$ cat config.mk
export PLATFORM = sky130hd
export DESIGN_NAME = rr_req_arbiter
export DESIGN_NICKNAME = d
export VERILOG_FILES = /design/src/rtl/rr_req_arbiter.sv
export SDC_FILE = /design/constraint.sdc
export NUM_CORES = 1
export LEC_CHECK = 0
export CORE_MARGIN = 2
export CORE_UTILIZATION = 30
export DETAILED_ROUTE_END_ITERATION = 6
export MAX_ROUTING_LAYER = met4
export PLACE_DENSITY = 0.5
export SYNTH_ARGS = -nofsm -noshare
export SYNTH_HDL_FRONTEND = slang
export SYNTH_SLANG_ARGS = --single-unit
export TNS_END_PERCENT = 30
$ cat constraint.sdc
create_clock -name ck -period 7.7 [get_ports ck]
set_clock_uncertainty 0.1 [all_clocks]
set_input_delay 2.31 -clock ck [delete_from_list [all_inputs] [get_ports ck]]
set_output_delay 2.31 -clock ck [all_outputs]
set_load 0.03 [all_outputs]
$ cat src/rtl/rr_req_arbiter.sv
// rr_req_arbiter: round-robin arbiter that shares one downstream resource
// among N requesters. Once a requester is granted, it keeps the grant until it
// drops its request or until MAX_HOLD consecutive cycles have passed.
//
// Ports:
//   ck       clock; all state changes on the rising edge
//   rst      synchronous, active-high reset
//   req      request vector; bit i belongs to requester i
//   gnt      registered grant, one-hot or all-zero
//   gnt_vld  registered; high exactly when gnt != 0
//   gnt_idx  registered index of the current owner; 0 when there is no grant
//   any_req  combinational OR of req, used for upstream wake-up
module rr_req_arbiter #(
    parameter int unsigned N        = 4,
    parameter int unsigned MAX_HOLD = 16,
    localparam int unsigned IW      = (N > 1) ? $clog2(N) : 1
) (
    input  logic          ck,
    input  logic          rst,
    input  logic [N-1:0]  req,
    output logic [N-1:0]  gnt,
    output logic          gnt_vld,
    output logic [IW-1:0] gnt_idx,
    output logic          any_req
);

    // The hold counter only has to reach MAX_HOLD. When MAX_HOLD is 0
    // (unlimited hold), the counter is 1 bit wide and sits at its saturation value.
    localparam int unsigned HW = (MAX_HOLD < 2) ? 1 : $clog2(MAX_HOLD + 1);

    typedef enum logic [1:0] {
        ST_IDLE  = 2'd0,
        ST_GRANT = 2'd1,
        ST_GAP   = 2'd2
    } state_t;

    state_t         state_q;
    logic [IW-1:0]  ptr_q;
    logic [HW-1:0]  hold_q;
    logic [N-1:0]   gnt_q;
    logic           gnt_vld_q;
    logic [IW-1:0]  gnt_idx_q;

    logic           win_found_d;
    logic [IW-1:0]  win_idx_d;
    int unsigned    scan_pos;
    logic [N-1:0]   scan_sh;
    logic [N-1:0]   own_sh;
    logic           owner_req;
    logic           hold_limit;
    logic [IW-1:0]  ptr_inc;

    // Wrap-around priority scan: ptr, ptr+1, ... N-1, 0, ...; the first requester found wins.
    always_comb begin
        win_found_d = 1'b0;
        win_idx_d   = '0;
        scan_pos    = 0;
        scan_sh     = '0;
        for (int unsigned k = 0; k < N; k++) begin
            scan_pos = 32'(ptr_q) + k;
            if (scan_pos >= N) begin
                scan_pos = scan_pos - N;
            end
            scan_sh = req >> scan_pos;
            if (!win_found_d && scan_sh[0]) begin
                win_found_d = 1'b1;
                win_idx_d   = IW'(scan_pos);
            end
        end
    end

    // Request bit of the current owner, plus the pointer that takes effect on release.
    assign own_sh     = req >> gnt_idx_q;
    assign owner_req  = own_sh[0];
    assign hold_limit = (MAX_HOLD != 0) && (hold_q == HW'(MAX_HOLD));
    assign ptr_inc    = (gnt_idx_q == IW'(N - 1)) ? '0 : gnt_idx_q + IW'(1);

    // Arbitration state machine. All outputs are registered here.
    always_ff @(posedge ck) begin
        if (rst) begin
            state_q   <= ST_IDLE;
            ptr_q     <= '0;
            hold_q    <= '0;
            gnt_q     <= '0;
            gnt_vld_q <= 1'b0;
            gnt_idx_q <= '0;
        end else begin
            case (state_q)
                ST_IDLE: begin
                    if (win_found_d) begin
                        gnt_q     <= N'(1) << win_idx_d;
                        gnt_idx_q <= win_idx_d;
                        gnt_vld_q <= 1'b1;
                        hold_q    <= HW'(1);
                        state_q   <= ST_GRANT;
                    end
                end
                ST_GRANT: begin
                    if (!owner_req || hold_limit) begin
                        // Release the grant. A forced release also inserts a one-cycle GAP.
                        gnt_q     <= '0;
                        gnt_vld_q <= 1'b0;
                        gnt_idx_q <= '0;
                        hold_q    <= '0;
                        ptr_q     <= ptr_inc;
                        state_q   <= owner_req ? ST_GAP : ST_IDLE;
                    end else if (hold_q != '1) begin
                        hold_q <= hold_q + HW'(1);
                    end
                end
                ST_GAP: begin
                    state_q <= ST_IDLE;
                end
                default: begin
                    state_q <= ST_IDLE;
                end
            endcase
        end
    end

    assign gnt     = gnt_q;
    assign gnt_vld = gnt_vld_q;
    assign gnt_idx = gnt_idx_q;
    assign any_req = |req;

endmodule

# Word level (Yosys, flattened, before mapping)
# Cells that the tools add are included.
[op_classes] n_addsub=9 n_lt_le_gt_ge=4 eq_ne=7 shift=6 muxes=30 reduce_logical=15
[op_table] operator="$mux W32" count=4
[op_table] operator="$shr A4 B32 Y1" count=4
[op_table] operator="$mux W2" count=10
[op_table] operator="$mux W5" count=3
[op_table] operator="$sub A3 B3 Y4 const B" count=3
[op_table] operator="$pmux W5 S2" count=1
[op_table] operator="$ge A3 B3 Y1 const B" count=3
[op_table] operator="$mux W4" count=2
[op_table] operator="$pmux W2 S2" count=2
[op_table] operator="$pmux W4 S2" count=1
[op_table] operator="$add A2 B2 Y3 const B" count=2
[op_table] operator="$mux W1" count=6
[op_table] operator="$reduce_and A3 Y1" count=2
[op_table] operator="$add A5 B1 Y5 const B" count=1
[op_table] operator="$eq A5 B5 Y1 const B" count=1
[op_table] operator="$ne A5 B5 Y1 const B" count=1
[op_table] operator="$logic_not A1 Y1" count=4
[op_table] operator="$ne A2 B2 Y1 const B" count=2
[op_table] operator="$reduce_and A2 Y1" count=2
[op_table] operator="$reduce_or A4 Y1" count=1
[op_table] operator="$shl A1 B2 Y4 const A" count=1
[op_table] operator="$shr A4 B2 Y1" count=1
[op_table] operator="$sub A2 B3 Y4 const B" count=1
[op_table] operator="$add A2 B1 Y3 const B" count=1
[op_table] operator="other kinds (10)" count=12
[word_totals] register_bits=16 output_inout_bits=8 elab_cells=77

# Logic depth before layout (Yosys ltp)
[logic_depth] word_depth=16 ltp_mapped=10 depth_no_buf=7

# Least setup slack after synthesis
# Ideal clock, no wire load.
[synth_timing] path_kind="input port to output port" from="input req[2]" to="output any_req" arrival_ps=3104 path_slack_ps=2186 stages=2 path_cell_list="buf_6 > or4_1"
[synth_between] elab_chain_cells=1
[synth_rtl] element="from (decl)" line="20" source="input logic [N-1:0] req,"
[synth_rtl] element="$reduce_or A4 Y1" line="124" source="assign any_req = |req;"
[synth_rtl] element="to (decl)" line="24" source="output logic any_req"
# No other way between the ends.

# Final worst setup path
# Ends and elaborated chain as after synthesis.

==> impl_metrics.ini <==
[run_status]
status = completed

[cells_and_area]
stdcell_area_um2 = 1320
drive_gt1_share_pct = 8.96
n_antenna_cell = 0
nNetsFinal = 148
syn_to_final_growth_pct = 15.8

[min_path]
hold_class = flip-flop to flip-flop

[clock_network]
clk_pin_slew_worst_paths_ns = 0.06
worstSkewPairLatency_ns = 0.24
clk_path_buf_depth = 2
clockRootBuffer = clkbuf_8
ctsHtreeMaxLevel = 1
cts-buffers-inserted = 3
holdBufCountCts = 0
post_cts_buffers = 0
tritoncts = built
clock_sinks = 16
cts-resized-gates = 0

[flow_run]
max_cap_viol_count = 0

[critical_path]
cp-end-kind = output port
cp_max_fo = 10
required_ns = 5.29
cpMaxStageDelayCell = clkdlybuf4s50_1
slowest_delay_ns = 0.60
cp.arrival_ns = 4.02
start_kind = input pin
cp_cell_sequence = clkdlybuf4s50_1 -> or4_1 -> clkdlybuf4s50_1
cp_common_cell = clkdlybuf4s50_1
crit_type = input pin to output port

[floorplanning]
num_io_pins = 14
start_util_pct = 31.1
num_rows = 22
die_y_um = 65.6
die_area_um2 = 4300
coreArea_um2 = 3660
die_w_um = 65.6

[synthesis]
synth_top_area_share_pct = 28.1
synth_enable_flop_cells = 0
synth_top_family_by_area = compound AO/OA/AOI/OAI gates
ys.flop_type = dfxtp_1
async_reset_ff_share_pct = 0
yosys-top-cells-area = dfxtp_1 28%, ha_1 7.7%, a21oi_1 4.8%
yosys-mux-area-fraction_pct = 10.5
syn-cell-area_um2 = 1140
synth-xor-area-share_pct = 1.54
syn_inst = 125
syn_area_per_cell_um2 = 9.11
ys_seq_area_share_pct = 28.1
ys_types = 48
synth_fa_ha_area_share_pct = 7.69
synthesis.nets = 138
synth-compound-area-share_pct = 25.7
synth_warnings = 0
yosysTopAreaCell = dfxtp_1
ys_seq_elements = 16
synthSimpleGateAreaFrac_pct = 17.4

[detailed_routing]
drc = 0
firstDrtPassIters = 4
drt_wl_total_mm = 2.52
wl_per_cell_um = 13.9
first_iter_violations = 26
ant_nets = 0
dr_total_vias = 955
via_per_inst = 5.25

[sta]
hold_violations = 0
setup_slack_ns = 1.27
slew_headroom_pct = 54.1
period_share_pct = 83.6
finalCriticalPeriod_ns = 6.43
worstMarginPinSlew_ns = 0.682
maxSlewViolCount = 0
fmax_mhz = 155
rsz0062_at_grt = no
fin_setup_tns_ns = 0
setup-violations-final = 0

[global_route]
grt_pass1_wl_mm = 4.44
grt_pass1_vias = 928
grtUsageTotal_pct = 13.6
antenna_found_initial = 0
grt_max_degree = 17
grt_overflow_total = 0

[placed_design]
pre_cts_slack_ns = 1.28
place_area_um2 = 1260
place_congestion = 0.746
io_buffers = 13
dp_hpwl_mm = 1.89

[power]
peakVddDrop_uv = 128
p_switching_mw = 0.142
swShare_pct = 39.8
clockPowerShare_pct = 20.4
leakage_nw = 0.488
intPower_mw = 0.216
power_density_nw_per_um2 = 271
pwr-share-seq_pct = 33.6
power_mw = 0.358
combPwrFrac_pct = 46.0
==> worst paths after layout <==
| check | start | endpoint | slack [ns] | depth (start not counted) |
|---|---|---|---|---|
| hold reg to reg | gnt[3] | gnt[3] | 0.36 | 2 |
| setup reg to reg | ptr_q[0] | gnt[2] | 4.62 | 7 |
| hold / removal | gnt[3] | gnt[3] | 0.36 | 2 |
| setup / recovery | req[2] | any_req | 1.27 | 3 |
==> layer usage <==
layer  up-vias  global-route usage [%]  part of all wire, %
li1        498                       -                    -
met1       443                    18.9                   52
met2        12                    21.2                   46
met3         2                    2.57                  2.5
met4         0                    1.56                 0.28
met5         -                       -                    0
==> sequential cells by signal (all words and copies together), names as in the netlist <==
name and count:
gnt_vld 1, gnt_idx 2, state_q 2, gnt 4, hold_q 5, ptr_q 2
==> cell usage in the layout (no fill, tap or decap), types with 5 or more instances in the layout <==
cell and count:
dfxtp_1 16, clkdlybuf4s50_1 13, a21oi_1 11, inv_1 10
nor2_1 7, ha_1 7, or4_1 6, nand2_1 5
==> metrics by stage <==
stage | hold slack [ns] | instances | utilization [%]
finish | 0.365 | 182 | 36.0
global route | 0.384 | 182 | 36.0
CTS | 0.369 | 182 | 36.0
detailed placement | 0.350 | 178 | 34.5
global placement | 0.339 | 178 | 34.5
floorplan | 0.359 | 125 | -
==> critical path, delay by kind of cell <==
kind / cells / cell delay (ns)
simple gates: 1 / 0.56
buf+inv: 2 / 1.15
==> power by group through the flow <==
stage               clock network (mW)  logic (mW)  registers, mW
floorplan                            0       0.109          0.131
global placement                     0       0.164          0.121
detailed placement                   0       0.165          0.122
CTS                             0.0757       0.166          0.120
global route                    0.0789       0.182          0.123
finish                          0.0729       0.165          0.120
==> final cells by class <==
type	instances	area, µm²
Inverter	10	37.5
Sequential cell	16	320
Fill cell	384	2340
Timing Repair Buffer	13	130
Multi-Input combinational cell	91	716
Clock buffer	4	55.1
Tap cell	48	60.1
==> cell usage after synthesis (2+ instances only) <==
cell / n
xnor2_1: 2
buf_6: 4
o21ai_0: 4
nor2_1: 7
dfxtp_1: 16
a211oi_1: 2
a32o_1: 2
nand2_1: 5
a21o_1: 3
or4_1: 6
ha_1: 7
mux4_1: 2
nor3_1: 3
o31ai_1: 2
mux2_2: 4
a22oi_1: 2
clkbuf_1: 2
and3_1: 2
inv_1: 10
a21boi_0: 2
a21oi_1: 11
==> cell families after synthesis <==
family | count (synthesis)
flip-flops | 16
XOR/XNOR | 2
buffers and inverters | 18
AO/OA/AOI/OAI | 42
adder cells (fa/ha/maj) | 7
AND/OR/NAND/NOR | 33
multiplexers | 7
(Power assumes the default switching activity.)
